**config.mk**
```make
export PLATFORM = sky130hd
export DESIGN_NAME = mem_sram_controller
export DESIGN_NICKNAME = d
export VERILOG_FILES = /design/src/rtl/arm_pipe_pkg.sv /design/src/rtl/mem_addr_map.sv /design/src/rtl/mem_sram_controller.sv
export SDC_FILE = /design/constraint.sdc
export NUM_CORES = 1
export LEC_CHECK = 0
export BUFFER_PORTS_ARGS = -buffer_cell sky130_fd_sc_hd__buf_2
export CAP_MARGIN = 20
export CELL_PAD_IN_SITES_DETAIL_PLACEMENT = 0
export CELL_PAD_IN_SITES_GLOBAL_PLACEMENT = 1
export CORE_MARGIN = 8
export CORE_UTILIZATION = 34
export CTS_CLUSTER_SIZE = 12
export DETAILED_ROUTE_END_ITERATION = 10
export GPL_TIMING_DRIVEN = 1
export HOLD_SLACK_MARGIN = 0.12
export MAX_ROUTING_LAYER = met4
export PLACE_DENSITY_LB_ADDON = 0.12
export SLEW_MARGIN = 20
export SYNTH_ARGS = -nofsm -noshare
export SYNTH_HDL_FRONTEND = slang
export SYNTH_HIERARCHICAL = 1
export SYNTH_SLANG_ARGS = --single-unit
```
**constraint.sdc**
```tcl
create_clock -name clk -period 1.7 [get_ports clk]
set_clock_uncertainty 0.05 [all_clocks]
set_input_delay 0.17 -clock clk [delete_from_list [all_inputs] [get_ports clk]]
set_output_delay 0.17 -clock clk [all_outputs]
set_load 0.05 [all_outputs]
```
**src/rtl/arm_pipe_pkg.sv**
```systemverilog
`default_nettype none
// ============================================================================
// Module      : arm_pipe_pkg
// Description : Shared memory-stage types and constants for the pipeline.
// Revision    : 1.0 - initial release
// ============================================================================
package arm_pipe_pkg;

    typedef logic [1:0] mem_ctrl_state_t;

    localparam mem_ctrl_state_t c_ST_IDLE = 2'd0;
    localparam mem_ctrl_state_t c_ST_LO   = 2'd1;
    localparam mem_ctrl_state_t c_ST_HI   = 2'd2;
    localparam mem_ctrl_state_t c_ST_DONE = 2'd3;

    localparam logic [31:0] c_DEFAULT_BASE_ADDR = 32'd1024;

endpackage
`default_nettype wire

```
**src/rtl/mem_addr_map.sv**
```systemverilog
`default_nettype none
// ============================================================================
// Module      : mem_addr_map
// Description : CPU byte address to SRAM 32-bit word index (base-relative).
// Revision    : 1.0 - initial release
// ============================================================================
module mem_addr_map #(
    parameter logic [31:0] BASE_ADDR = 32'd1024,
    parameter int          SRAM_AW   = 18
) (
    input  wire logic [31:0]        address,
    output      logic [SRAM_AW-2:0] word
);

    logic [31:0] w_diff;
    logic        w_unused_bits;

    assign w_diff        = address - BASE_ADDR;
    // Out-of-range addresses wrap silently; only the low word bits matter.
    assign word          = w_diff[SRAM_AW:2];
    assign w_unused_bits = ^{w_diff[31:SRAM_AW+1], w_diff[1:0]};

endmodule
`default_nettype wire

```
**src/rtl/mem_sram_controller.sv**
```systemverilog
`default_nettype none
// ============================================================================
// Module      : mem_sram_controller
// Description : Splits 32-bit loads/stores into two timed 16-bit async SRAM
//               accesses and freezes the pipeline until done.
// Revision    : 1.0 - initial release
// ============================================================================
module mem_sram_controller
    import arm_pipe_pkg::*;
#(
    parameter int          WAIT_CYCLES = 5,
    parameter logic [31:0] BASE_ADDR   = c_DEFAULT_BASE_ADDR,
    parameter int          SRAM_AW     = 18
) (
    input  wire logic               clk,
    input  wire logic               rst,
    input  wire logic               rd_en,
    input  wire logic               wr_en,
    input  wire logic [31:0]        address,
    input  wire logic [31:0]        write_data,
    output      logic [31:0]        read_data,
    output      logic               ready,
    output      logic [SRAM_AW-1:0] sram_addr,
    output      logic               sram_we_n,
    output      logic [15:0]        sram_dq_out,
    output      logic               sram_dq_oe,
    input  wire logic [15:0]        sram_dq_in
);

    localparam int               c_CNT_W   = $clog2(WAIT_CYCLES);
    localparam logic [c_CNT_W-1:0] c_LAST    = c_CNT_W'(WAIT_CYCLES - 1);
    localparam logic [c_CNT_W-1:0] c_WE_LAST = c_CNT_W'(WAIT_CYCLES - 3);

    mem_ctrl_state_t      r_state,     w_state_nxt;
    logic [c_CNT_W-1:0]   r_cnt,       w_cnt_nxt;
    logic                 r_is_wr,     w_is_wr_nxt;
    logic [SRAM_AW-2:0]   r_word,      w_word_nxt;
    logic [31:0]          r_wdata,     w_wdata_nxt;
    logic [31:0]          r_read_data, w_read_data_nxt;
    logic [SRAM_AW-1:0]   r_sram_addr, w_sram_addr_nxt;
    logic                 r_we_n,      w_we_n_nxt;
    logic [15:0]          r_dq_out,    w_dq_out_nxt;
    logic                 r_dq_oe,     w_dq_oe_nxt;
    logic [SRAM_AW-2:0]   w_req_word;
    logic                 w_req;

    mem_addr_map #(
        .BASE_ADDR (BASE_ADDR),
        .SRAM_AW   (SRAM_AW)
    ) u_addr_map (
        .address (address),
        .word    (w_req_word)
    );

    assign w_req = rd_en | wr_en;

    always_ff @(posedge clk) begin
        if (rst) begin
            r_state     <= c_ST_IDLE;
            r_cnt       <= '0;
            r_is_wr     <= 1'b0;
            r_word      <= '0;
            r_wdata     <= '0;
            r_read_data <= '0;
            r_sram_addr <= '0;
            r_we_n      <= 1'b1;
            r_dq_out    <= '0;
            r_dq_oe     <= 1'b0;
        end else begin
            r_state     <= w_state_nxt;
            r_cnt       <= w_cnt_nxt;
            r_is_wr     <= w_is_wr_nxt;
            r_word      <= w_word_nxt;
            r_wdata     <= w_wdata_nxt;
            r_read_data <= w_read_data_nxt;
            r_sram_addr <= w_sram_addr_nxt;
            r_we_n      <= w_we_n_nxt;
            r_dq_out    <= w_dq_out_nxt;
            r_dq_oe     <= w_dq_oe_nxt;
        end
    end

    always_comb begin
        w_state_nxt     = r_state;
        w_cnt_nxt       = r_cnt;
        w_is_wr_nxt     = r_is_wr;
        w_word_nxt      = r_word;
        w_wdata_nxt     = r_wdata;
        w_read_data_nxt = r_read_data;
        w_sram_addr_nxt = r_sram_addr;
        w_we_n_nxt      = 1'b1;
        w_dq_out_nxt    = r_dq_out;
        w_dq_oe_nxt     = r_dq_oe;
        ready           = 1'b0;

        case (r_state)
            c_ST_IDLE: begin
                ready = ~w_req;
                if (w_req) begin
                    // A simultaneous read+write request is resolved as a write.
                    w_state_nxt     = c_ST_LO;
                    w_cnt_nxt       = '0;
                    w_is_wr_nxt     = wr_en;
                    w_word_nxt      = w_req_word;
                    w_wdata_nxt     = write_data;
                    w_sram_addr_nxt = {w_req_word, 1'b0};
                    w_dq_out_nxt    = write_data[15:0];
                    w_dq_oe_nxt     = wr_en;
                end
            end

            c_ST_LO, c_ST_HI: begin
                if (r_cnt == c_LAST) begin
                    w_cnt_nxt = '0;
                    if (r_state == c_ST_LO) begin
                        w_state_nxt     = c_ST_HI;
                        w_sram_addr_nxt = {r_word, 1'b1};
                        w_dq_out_nxt    = r_wdata[31:16];
                        if (!r_is_wr) begin
                            w_read_data_nxt[15:0] = sram_dq_in;
                        end
                    end else begin
                        w_state_nxt = c_ST_DONE;
                        w_dq_oe_nxt = 1'b0;
                        if (!r_is_wr) begin
                            w_read_data_nxt[31:16] = sram_dq_in;
                        end
                    end
                end else begin
                    w_cnt_nxt = r_cnt + 1'b1;
                    // Strobe covers counts 1..WAIT_CYCLES-2: one cycle of setup and hold.
                    w_we_n_nxt = ~(r_is_wr && (r_cnt <= c_WE_LAST));
                end
            end

            c_ST_DONE: begin
                ready       = 1'b1;
                w_state_nxt = c_ST_IDLE;
            end

            default: begin
                w_state_nxt = c_ST_IDLE;
            end
        endcase
    end

    assign read_data   = r_read_data;
    assign sram_addr   = r_sram_addr;
    assign sram_we_n   = r_we_n;
    assign sram_dq_out = r_dq_out;
    assign sram_dq_oe  = r_dq_oe;

endmodule
`default_nettype wire

```
* Word level (Yosys, flattened, before mapping)
Index checks and enable logic that the tools add are counted.
** Operators by class
- Bitwise gates (word level) :: 6
- $lt $le $gt $ge :: 1
- Div/mod/pow operators :: 0
- Mux-type cells :: 20
- Multiply operators :: 0
- Shifts and indexed selects :: 0
- $add $sub $neg :: 2
- Reductions and logical operators :: 12
- Equal/unequal tests :: 8
** Operator list (count)
- $mux W18 :: 3
- $mux W16 :: 3
- $pmux W18 S2 :: 1
- $pmux W16 S2 :: 1
- $sub A19 B11 Y19 const B :: 1
- $reduce_and A4 Y1 :: 4
- $ne A2 B2 Y1 const B :: 4
- $mux W3 :: 2
- $pmux W2 S3 :: 1
- $pmux W3 S2 :: 1
- $reduce_and A2 Y1 :: 3
- $not A1 Y1 :: 5
- $eq A2 B2 Y1 const B :: 2
- $mux W1 :: 4
- $mux W2 :: 2
- $pmux W1 S2 :: 2
- $add A3 B1 Y3 const B :: 1
- $eq A3 B3 Y1 const B :: 1
- $le A3 B2 Y1 const B :: 1
- $reduce_or A3 Y1 :: 1
- $eq A2 B1 Y1 const B :: 1
- $logic_not A2 Y1 :: 1
- $reduce_bool A2 Y1 :: 1
- $reduce_or A2 Y1 :: 1
- 2 further kinds :: 2
** Word-level totals
- Register bits after elaboration :: 123
- Input bits :: 84
- Memory bits (read-only) :: 0
- Memories kept :: 0
- Output and inout bits :: 69
- RAM bits :: 0
- Word-level logic and storage cells :: 60
- Latch bits :: 0

* Depth between registers and ports, before layout
Gate-level depths: netlist (run 1).
- Depth after elaboration :: 4
- Depth in mapped cells :: 8
- Mapped depth without buffers :: 8

* By module
Netlist (run 1), hierarchy kept.
** Modules (own cells, without submodules)
- mem_sram_controller :: seq. area each 2142.1 µm², area each 4762.1 µm², cells each 534, times used 1
- mem_addr_map :: seq. area each 0.0 µm², area each 207.7 µm², cells each 28, times used 1

* Least setup slack after synthesis (run 1)
Ideal clock, no wire load.
- Kind :: register -> output
- From :: register r_state[0]
- To :: output ready
- Arrival :: 1.748 ns
- Setup slack :: -0.268 ns
- Buffers on the path :: 2
- Data required time :: 1.480 ns
- Stages on the path, launching flop included :: 6
- Cells stage by stage :: dfxtp_1 inv_1 ha_1 buf_2 buf_2 nor2_1
** On the way
- Longest elaborated chain between the ends :: 2
- Elaborated cells on any way between the ends :: 3
- Classes of those cells :: eq/ne (1); mux (1); reduce/logical (1)
** RTL lines
- start: declaration :: line mem_sram_controller.sv:34 : mem_ctrl_state_t r_state, w_state_nxt;
- start signal: assignment :: line mem_sram_controller.sv:59 : r_state <= c_ST_IDLE;
- start signal: assignment :: line mem_sram_controller.sv:70 : r_state <= w_state_nxt;
- $eq A2 B2 Y1 / $logic_not A2 Y1 (equally long branches) :: line mem_sram_controller.sv:96 : case (r_state)
- $pmux W1 S2 * :: line mem_sram_controller.sv:96
- end: declaration :: line mem_sram_controller.sv:22 : output logic ready,
Every way passes the cells marked *; elsewhere a longest branch is shown, timed or not.

* Worst setup path in the final report (run 1)
- From :: register r_state[1]
- To :: register r_dq_out[7] (netlist: sram_dq_out[7])
** On the way
- Longest elaborated chain between the ends :: 4
- Elaborated cells on any way between the ends :: 10
- Classes of those cells :: eq/ne (5); mux (1); reduce/logical (4)
** RTL lines
- $eq A2 B1 Y1 / $eq A2 B2 Y1 (equally long branches) :: line mem_sram_controller.sv:96, mem_sram_controller.sv:115
- $reduce_or A2 Y1 :: line mem_sram_controller.sv:96
- $ne A2 B2 Y1 (no source line) / $reduce_bool A2 Y1 (equally long branches)
- $reduce_and A4 Y1 (no source line)
- end signal: assignment :: line mem_sram_controller.sv:78 : r_dq_out <= w_dq_out_nxt;
- end: declaration :: line mem_sram_controller.sv:42 : logic [15:0] r_dq_out, w_dq_out_nxt;
Several ways; a longest one is shown, not always the timed one.
A chain may end at the register's enable or synchronous reset.

==> impl_metrics.csv, run 1 <==
group,metric,value,unit
routing,vias,4421,
sta,fmax,546,MHz
setup_path,critPathSlowestCell,"dfxtp_2",
synthesis,synth_cells,562,
status,status,"complete, but fails checks",
setup_path,critPathMaxFanout,6,
synthesis,synth_cell_types,43,
power,powerDensity,1610,mW/mm2
synthesis,ys_ff_latch,107,
sta,min_period,1.83,ns
job,drv_cap,0,
routing,drtIter0Drc,177,
finish,drive_above_1_share,34.8,%
routing,dr.pass1.iters,4,
routing,wirelength,14.0,mm
setup_path,crit_path_cell_trace,"inv_2 > ha_4 > nor3b_4 > buf_4 > a211o_4 > clkbuf_16 > mux2_4",
grt,grt-ovfl-total,0,
setup_path,max_stage_delay,0.34,ns
status,failed_checks,"setup timing",
power,p_total,11.3,mW
finish,layout_commonest_cell,"buf_2",
worst_hold_path,hold_class,"in -> reg",
setup_path,arrival,2.02,ns
routing,drtAntennaViolNets,0,
sta,final_hold_viol_count,0,
routing,wl_per_cell,14.8,um
sta,fin_ws,-0.131,ns
synthesis,ys_async_sr_fraction,0,%
finish,area_growth_syn_to_layout,41.5,%
synthesis,ys_warn_count,6,
grt,grt_usage,15.0,%
clock_tree,cts.clk_slew.worst_paths,0.07,ns
synthesis,syn-num-nets,654,
setup_path,critPathCaptureType,"flip-flop",
sta,grt_setup_unrepaired,"true",
place,gp_congestion,0.795,
synthesis,synth-edff-count,0,
place,port_buffers,137,
grt,grt_pass1_wl,21.8,mm
place,dpl.hpwl,9.60,mm
power,irDropWorstVdd,793,uV
finish,final_area,0.00703,mm2
finish,final_util,48.7,%
clock_tree,clock-sinks,107,
clock_tree,htreeDepth,3,
floorplanning,start_util,34.5,%
floorplanning,core.rowCount,44,
grt,grt_max_degree,43,
finish,nNetsFinal,845,
sta,drv_slew,0,
setup_path,cp.required,1.89,ns
sta,slew_headroom,66.0,%
setup_path,crit_family,"buffers and inverters",
floorplanning,ios,153,
place,pre_cts_ws,-0.266,ns
floorplanning,die_h,137,um
clock_tree,root_buffer,"clkbuf_16",
routing,drc,0,
clock_tree,cts_max_path_buffers,2,
floorplanning,fp.dieW,137,um
sta,tightest_slew,0.510,ns
synthesis,syn_avg_cell_area,8.84,um2
clock_tree,numCtsBuffers,9,
setup_path,crit_buf_inv,3,
synthesis,ys_seq_area_share,43.1,%
synthesis,synth_ff_type,"dfxtp_1",
clock_tree,clk-insertion-delay-late,0.35,ns
finish,diodes,0,
synthesis,synth_area,0.00497,mm2
grt,grt_pass1_vias,4348,
power,cellLeakagePower,3.16,nW
finish,layout_common_cells,"buf_2 (135), nand2_1 (103), dfxtp_1 (103)",
grt,antenna_found_initial,0,
sta,period_share,108,%
setup_path,startpoint_type,"flip-flop",
floorplanning,dieArea,0.0187,mm2
sta,finalSetupViolCount,37,
place,dpl_cell_area,0.00604,mm2
routing,vias_per_cell,4.69,
clock_tree,tritoncts,"done",
floorplanning,core,0.0144,mm2
setup_path,crit_type,"reg -> reg",
## layer usage
layer | global-route usage [%] | up-vias | share of wire (%)
met5 | - | - | 0
met4 | 4.83 | 0 | 1.7
met3 | 4.04 | 16 | 5.5
met2 | 23.1 | 103 | 45
met1 | 18.9 | 2052 | 48
li1 | - | 2250 | -
## cells in the mapped netlist, types with 3 or more instances
master / number / area [um2]
buf_2: 10 / 50.1
o21ai_0: 20 / 100
mux2_4: 29 / 435
mux2i_1: 35 / 350
a21oi_1: 70 / 350
ha_1: 8 / 100
dfxtp_1: 107 / 2140
nor2_1: 43 / 161
mux2_2: 4 / 45.0
nand3_1: 20 / 100
inv_1: 8 / 30.0
nand2_1: 103 / 387
clkbuf_1: 21 / 78.8
nor2b_1: 34 / 213
buf_4: 10 / 75.1
xor2_1: 4 / 35.0
buf_1: 5 / 18.8
buf_8: 3 / 45.0
## metrics by stage
| stage | setup TNS (ns) | hold slack, ns | instances |
|---|---|---|---|
| after floorplan | -0.710 | 0.256 | 562 |
| after global routing | -6.15 | 0.129 | 942 |
| final | -3.76 | 0.128 | 942 |
| after detailed placement | -2.34 | 0.371 | 873 |
| after CTS | -3.68 | 0.126 | 938 |
| after global placement | -1.55 | 0.366 | 873 |
## where the power goes
group / total (mW) / leakage, nW / switching, mW / internal (mW)
logic: 5.76 / 2.12 / 3.08 / 2.68
registers: 3.22 / 0.875 / 0.238 / 2.98
clock network: 2.32 / 0.158 / 0.943 / 1.38
## sequential cells by signal, indices dropped and copies added (netlist names)
signal	cells
r_cnt	3
r_is_wr	1
r_state	2
r_wdata	16
r_word	17
read_data	32
sram_addr	18
sram_dq_oe	1
sram_dq_out	16
sram_we_n	1
## kinds of logic (layout without fill, tap and decap cells)
| kind of cell | Yosys count | after routing | share of synthesized area (%) |
|---|---|---|---|
| AO/OA/AOI/OAI | 100 | 100 | 10.6 |
| XOR/XNOR | 6 | 6 | 1.06 |
| adder cells (fa/ha/maj) | 8 | 8 | 2.01 |
| buffers and inverters | 58 | 254 | 6.22 |
| flip-flops | 107 | 107 | 43.1 |
| multiplexers | 68 | 68 | 16.7 |
| AND/OR/NAND/NOR | 215 | 215 | 20.3 |
## tightest hold or removal path, stage by stage
cell and delay, ns:
buf_2 0.08, xnor2_1 0.10, nand2_1 0.07, a21oi_1 0.05
## worst paths after layout
| kind | startpoint | endpoint | slack, ns | cells past startpoint |
|---|---|---|---|---|
| worst max-delay path | r_state[1]$_SDFFE_PP0P_ | sram_dq_out[7]$_SDFFE_PP0P_ | -0.13 | 7 |
| worst min-delay path | address[18] | r_word[16]$_SDFFE_PP0P_ | 0.13 | 4 |
| worst max register to register | r_state[1]$_SDFFE_PP0P_ | sram_dq_out[7]$_SDFFE_PP0P_ | -0.13 | 7 |
| worst min register to register | read_data[9]$_SDFFE_PP0P_ | read_data[9]$_SDFFE_PP0P_ | 0.40 | 2 |
## what timing repair did
item | in CTS | in global routing
gates cloned | 1 | 3
hold buffers | 42 | 0
gates resized for setup | 9 | 26
setup endpoints to repair | 45 | 53
buffers inserted | 6 | 1
pin swaps | 2 | 6
endpoints found under the hold margin | 58 | 0
## final cells by class
| type | count | area, um2 |
|---|---|---|
| clock buffer | 11 | 253 |
| clock inverter | 5 | 83.8 |
| multi-input combinational | 397 | 2620 |
| inverter | 8 | 30.0 |
| fill | 1416 | 7390 |
| timing repair buffer | 230 | 1670 |
| sequential | 107 | 2150 |
| tap | 184 | 230 |
Note: power is estimated with default switching activity, not from simulation.
==> inputs of run 2 (changes only) <==
--- a/config.mk
+++ b/config.mk
@@ -10,7 +10,8 @@
 export CELL_PAD_IN_SITES_DETAIL_PLACEMENT = 0
 export CELL_PAD_IN_SITES_GLOBAL_PLACEMENT = 1
 export CORE_MARGIN = 8
-export CORE_UTILIZATION = 34
+export CORE_UTILIZATION = 35
+export CTS_BUF_LIST = sky130_fd_sc_hd__clkbuf_2
 export CTS_CLUSTER_SIZE = 12
 export DETAILED_ROUTE_END_ITERATION = 10
 export GPL_TIMING_DRIVEN = 1
==> impl_metrics.csv, run 2 (synthesis gave the netlist of run 1 again) <==
group,metric,value,unit
status,status,"complete, but fails checks",
status,failed_checks,"setup timing",
setup_path,crit_type,"reg -> reg",
power,irDropWorstVdd,544,uV
sta,fmax,489,MHz
finish,drive_above_1_share,33.8,%
sta,min_period,2.04,ns
place,port_buffers,137,
worst_hold_path,worstHoldEndpoint,"r_state[0]$_SDFFE_PP0P_",
setup_path,reg2regPathDepth,7,
grt,grt_usage,16.2,%
grt,grt_pass1_wl,23.4,mm
clock_tree,clk-insertion-delay-late,0.57,ns
routing,vias_per_cell,4.68,
clock_tree,numCtsBuffers,9,
finish,seqCellArea,0.00215,mm2
finish,multi_input_area,0.00262,mm2
worst_hold_path,hold_class,"in -> reg",
sta,tightest_slew,0.400,ns
clock_tree,tritoncts,"done",
power,cellLeakagePower,3.24,nW
worst_hold_path,hold_path_startpoint,"wr_en",
floorplanning,fp.dieW,135,um
finish,layout_commonest_cell,"buf_2",
floorplanning,core.rowCount,43,
routing,dr.pass1.iters,4,
clock_tree,clock-sinks,107,
floorplanning,core,0.0139,mm2
setup_path,critPathCaptureType,"flip-flop",
setup_path,startpoint_type,"flip-flop",
routing,drc,0,
sta,hold_slack,0.131,ns
finish,fillCellCount,1311,
setup_path,regToRegStartpoint,"r_state[1]$_SDFFE_PP0P_",
finish,area_growth_syn_to_layout,44.7,%
floorplanning,die_h,135,um
clock_tree,htreeDepth,3,
routing,drtIter0Drc,172,
routing,vias,4577,
sta,final_hold_viol_count,0,
setup_path,arrival,2.50,ns
routing,drtAntennaViolNets,0,
finish,largest_register_ffs,32,
floorplanning,ios,153,
finish,final_util,51.8,%
sta,fin_ws,-0.343,ns
setup_path,regToRegEndpoint,"sram_addr[3]$_SDFFE_PP0P_",
finish,nNetsFinal,883,
job,drv_cap,0,
grt,grt_max_degree,36,
worst_hold_path,hold_depth,4,
power,powerDensity,1460,mW/mm2
clock_tree,cts_max_path_buffers,2,
routing,wirelength,14.4,mm
grt,antenna_found_initial,1,
floorplanning,start_util,35.8,%
sta,grt_setup_unrepaired,"true",
floorplanning,dieArea,0.0183,mm2
clock_tree,root_buffer,"clkbuf_2",
grt,grt-ovfl-total,0,
sta,slew_headroom,73.4,%
place,dpl.hpwl,9.62,mm
setup_path,critPathMaxFanout,11,
sta,finalSetupViolCount,37,
grt,grt_pass1_vias,4712,
finish,layout_common_cells,"buf_2 (136), nand2_1 (103), dfxtp_1 (103)",
clock_tree,cts.clk_slew.worst_paths,0.27,ns
sta,period_share,120,%
setup_path,reg2reg_slack,-0.34,ns
place,gp_congestion,0.787,
routing,wl_per_cell,14.8,um
sta,setup_tns,-9.05,ns
setup_path,cp.required,2.16,ns
sta,drv_slew,0,
power,p_total,10.5,mW
[run 2: cell types whose count changed in the layout (fill, tap and decap cells not counted), moves of 2 or more]
cell / change
dlygate4sd3_1: +34
clkbuf_16: -11
buf_4: +9
clkbuf_2: +9
buf_6: -6
o21ai_0: +5
o21ai_1: -5
buf_8: +2
clkbuf_8: -2
ha_2: +2
[run 2: metrics by stage]
step | instances | area [um2] | setup WS [ns]
2_1_floorplan | 562 | 5010 | -0.0253
3_3_place_gp | 872 | 6040 | -0.275
3_5_place_dp | 872 | 6040 | -0.256
4_1_cts | 967 | 7070 | -0.406
5_1_grt | 977 | 7190 | -0.417
6_report | 977 | 7190 | -0.343
[run 2: where the power goes]
group | switching [mW] | internal (mW) | leakage, nW | total (mW)
Combinational | 3.04 | 2.76 | 2.28 | 5.79
Clock | 0.861 | 0.624 | 0.0818 | 1.48
Sequential | 0.244 | 2.98 | 0.875 | 3.23
[run 2: what timing repair did]
| action | in CTS | in global routing |
|---|---|---|
| setup endpoints to repair | 36 | 46 |
| setup buffers | 6 | 5 |
| pin swaps | 4 | 6 |
| endpoints found under the hold margin | 104 | 37 |
| gates resized for setup | 15 | 14 |
| gates cloned | 1 | 1 |
| hold buffers | 73 | 4 |
[run 2: worst max-delay path by stage]
| stage | start | to | slack [ns] | depth (start not counted) |
|---|---|---|---|---|
| 2_1_floorplan | r_state[0]$_SDFFE_PP0P_ | sram_addr[1]$_SDFFE_PP0P_ | -0.03 | 7 |
| 3_3_place_gp | r_state[1]$_SDFFE_PP0P_ | sram_dq_oe$_SDFFE_PP0P_ | -0.28 | 7 |
| 3_5_place_dp | r_state[0]$_SDFFE_PP0P_ | sram_dq_oe$_SDFFE_PP0P_ | -0.26 | 7 |
| 4_1_cts | r_state[1]$_SDFFE_PP0P_ | ready | -0.41 | 7 |
| 5_1_grt | r_state[1]$_SDFFE_PP0P_ | ready | -0.42 | 7 |
| 6_report | r_state[1]$_SDFFE_PP0P_ | sram_addr[3]$_SDFFE_PP0P_ | -0.34 | 7 |
[run 2: routing by layer]
layer | track usage (%) | routed length (um)
met1 | 19.7 | 6860
met2 | 25.4 | 6690
met3 | 3.49 | 701
met4 | 6.66 | 189
met5 | - | 0
[run 2: cell type report]
cell class / instances / share of cell area [%]
multi-input combinational: 397 / 36.4
antenna: 1 / 0.0348
timing repair buffer: 268 / 27.9
clock inverter: 7 / 1.62
tap: 180 / 3.13
sequential: 107 / 29.9
clock buffer: 9 / 0.626
inverter: 8 / 0.418
[run 2: worst max-delay path, stage by stage, from the launching register on]
cell and delay (ns):
dfxtp_2 0.40, inv_2 0.05, ha_4 0.25, buf_6 0.12, buf_4 0.14, a211o_2 0.36
bufbuf_16 0.31, mux2_4 0.29
==> inputs of run 3 (changes only) <==
==> constraint.sdc (replaced) <==
create_clock -name clk -period 1.7 [get_ports clk]
set_clock_uncertainty 0.05 [all_clocks]
set_input_delay 0.425 -clock clk [delete_from_list [all_inputs] [get_ports clk]]
set_output_delay 0.425 -clock clk [all_outputs]
set_load 0.05 [all_outputs]
==> impl_metrics.csv, run 3 (synthesis gave the netlist of run 1 again) <==
group,metric,value,unit
setup_path,crit_path_cell_trace,"inv_4 > ha_4 > nor3b_4 > nor2_2 > nor2_4 > buf_8",
sta,grt_setup_unrepaired,"true",
setup_path,critPathCaptureType,"output pin",
finish,area_growth_syn_to_layout,62.3,%
setup_path,crit_type,"reg -> out",
place,port_buffers,137,
grt,grt_max_degree,36,
sta,min_period,2.26,ns
grt,grt_usage,17.1,%
clock_tree,root_buffer,"clkbuf_2",
routing,vias_per_cell,4.73,
status,failed_checks,"setup timing",
sta,fin_ws,-0.561,ns
finish,layout_common_cells,"nand2_1 (103), dfxtp_2 (69), buf_2 (67)",
power,cellLeakagePower,3.38,nW
clock_tree,clk-insertion-delay-late,0.63,ns
routing,wirelength,15.2,mm
finish,fillCellCount,1235,
sta,finalSetupViolCount,53,
grt,grt_pass1_vias,4779,
floorplanning,ios,153,
setup_path,critPathSlowestCell,"dfxtp_4",
grt,grt-ovfl-total,0,
job,drv_cap,0,
place,gp_congestion,0.809,
setup_path,startpoint_type,"flip-flop",
worst_hold_path,hold_depth,4,
power,p_total,11.2,mW
routing,drc,0,
worst_hold_path,worstHoldEndpoint,"r_is_wr$_SDFFE_PP0P_",
routing,dr.pass1.iters,5,
floorplanning,core,0.0139,mm2
floorplanning,dieArea,0.0183,mm2
clock_tree,clock-sinks,107,
worst_hold_path,hold_class,"in -> reg",
routing,drtAntennaViolNets,0,
floorplanning,core.rowCount,43,
sta,tightest_slew,0.351,ns
clock_tree,numCtsBuffers,9,
routing,wl_per_cell,15.7,um
place,dpl.hpwl,9.82,mm
setup_path,max_stage_delay,0.43,ns
finish,layout_commonest_cell,"nand2_1",
floorplanning,fp.dieW,135,um
clock_tree,htreeDepth,3,
finish,final_util,58.1,%
routing,vias,4602,
sta,slew_headroom,76.6,%
grt,grt_pass1_wl,24.4,mm
setup_path,cp.required,1.22,ns
floorplanning,start_util,35.8,%
clock_tree,cts_max_path_buffers,2,
setup_path,reg2reg_slack,-0.35,ns
grt,antenna_found_initial,1,
worst_hold_path,hold_path_startpoint,"wr_en",
setup_path,reg2regPathDepth,8,
setup_path,critPathMaxFanout,4,
floorplanning,die_h,135,um
finish,largest_register_ffs,32,
place,pre_cts_ws,-0.306,ns
sta,fmax,442,MHz
setup_path,regToRegStartpoint,"r_state[0]$_SDFFE_PP0P_",
clock_tree,cts.clk_slew.worst_paths,0.30,ns
sta,period_share,133,%
sta,drv_slew,0,
setup_path,arrival,1.79,ns
status,status,"complete, but fails checks",
power,irDropWorstVdd,732,uV
finish,drive_above_1_share,47.3,%
clock_tree,tritoncts,"done",
sta,final_hold_viol_count,0,
finish,nNetsFinal,878,
power,powerDensity,1390,mW/mm2
routing,drtIter0Drc,161,
setup_path,regToRegEndpoint,"sram_addr[10]$_SDFFE_PP0P_",
-- run 3: changes by cell type in the layout (fill, tap and decap cells not counted), moves of 15 or more --
cell     change
buf_2       -69
buf_6       +15
buf_8       +64
dfxtp_1     -68
dfxtp_2     +65
nand3_1     -16
-- run 3: routing by layer --
metal	share of wire [%]	GRT usage [%]	vias to the layer above
li1	-	-	2323
met1	45	20.5	2153
met2	47	27.3	111
met3	5.8	4.04	15
met4	1.6	6.11	0
met5	0	-	-
-- run 3: metrics by stage --
stage / std cells / instance area, um2 / hold WS (ns) / setup TNS [ns]
2_1_floorplan: 562 / 5030 / 0.386 / -0.856
3_3_place_gp: 875 / 6080 / 0.387 / -2.41
3_5_place_dp: 875 / 6080 / 0.393 / -2.99
4_1_cts: 969 / 7930 / 0.122 / -10.71
5_1_grt: 972 / 8070 / 0.148 / -17.94
6_report: 972 / 8070 / 0.181 / -12.57
-- run 3: cell type report --
class / instances / area [um2] / share of cell area (%)
Clock inverter: 6 / 32.5 / 0.403
Timing Repair Buffer: 263 / 2700 / 33.5
Inverter: 8 / 32.5 / 0.403
Multi-Input combinational cell: 397 / 2790 / 34.5
Clock buffer: 10 / 50.0 / 0.620
Antenna cell: 1 / 2.50 / 0.0310
Tap cell: 180 / 225 / 2.79
Sequential cell: 107 / 2240 / 27.8
-- run 3: what timing repair did --
action | CTS | global route
endpoints found under the hold margin | 88 | 0
endpoints found under the setup margin | 121 | 141
pin swaps | 38 | 21
hold buffers | 64 | 0
gates resized for setup | 314 | 46
cloned | 5 | 0
setup buffers | 10 | 3
-- run 3: how the worst max path moves through the flow --
stage | from | endpoint | slack, ns | cells past startpoint
after detailed placement | address[10] | sram_addr[16]$_SDFFE_PP0P_ | -0.31 | 7
after floorplan | address[10] | sram_addr[16]$_SDFFE_PP0P_ | -0.12 | 6
after global routing | r_state[0]$_SDFFE_PP0P_ | ready | -0.67 | 6
final | r_state[0]$_SDFFE_PP0P_ | ready | -0.56 | 6
after CTS | r_state[0]$_SDFFE_PP0P_ | ready | -0.61 | 6
after global placement | address[10] | sram_addr[16]$_SDFFE_PP0P_ | -0.28 | 7
-- run 3: power by group --
part	total [mW]	switching, mW	internal, mW
Sequential	3.37	0.338	3.04
Clock	1.05	0.867	0.186
Combinational	6.82	3.29	3.53
-- run 3: critical path, delay by kind of cell (launching register included) --
family	cells	cell delay, ns
DFF	1	0.43
and+or+nand+nor	3	0.37
buffers and inverters	2	0.20
adders and majority gates	1	0.13
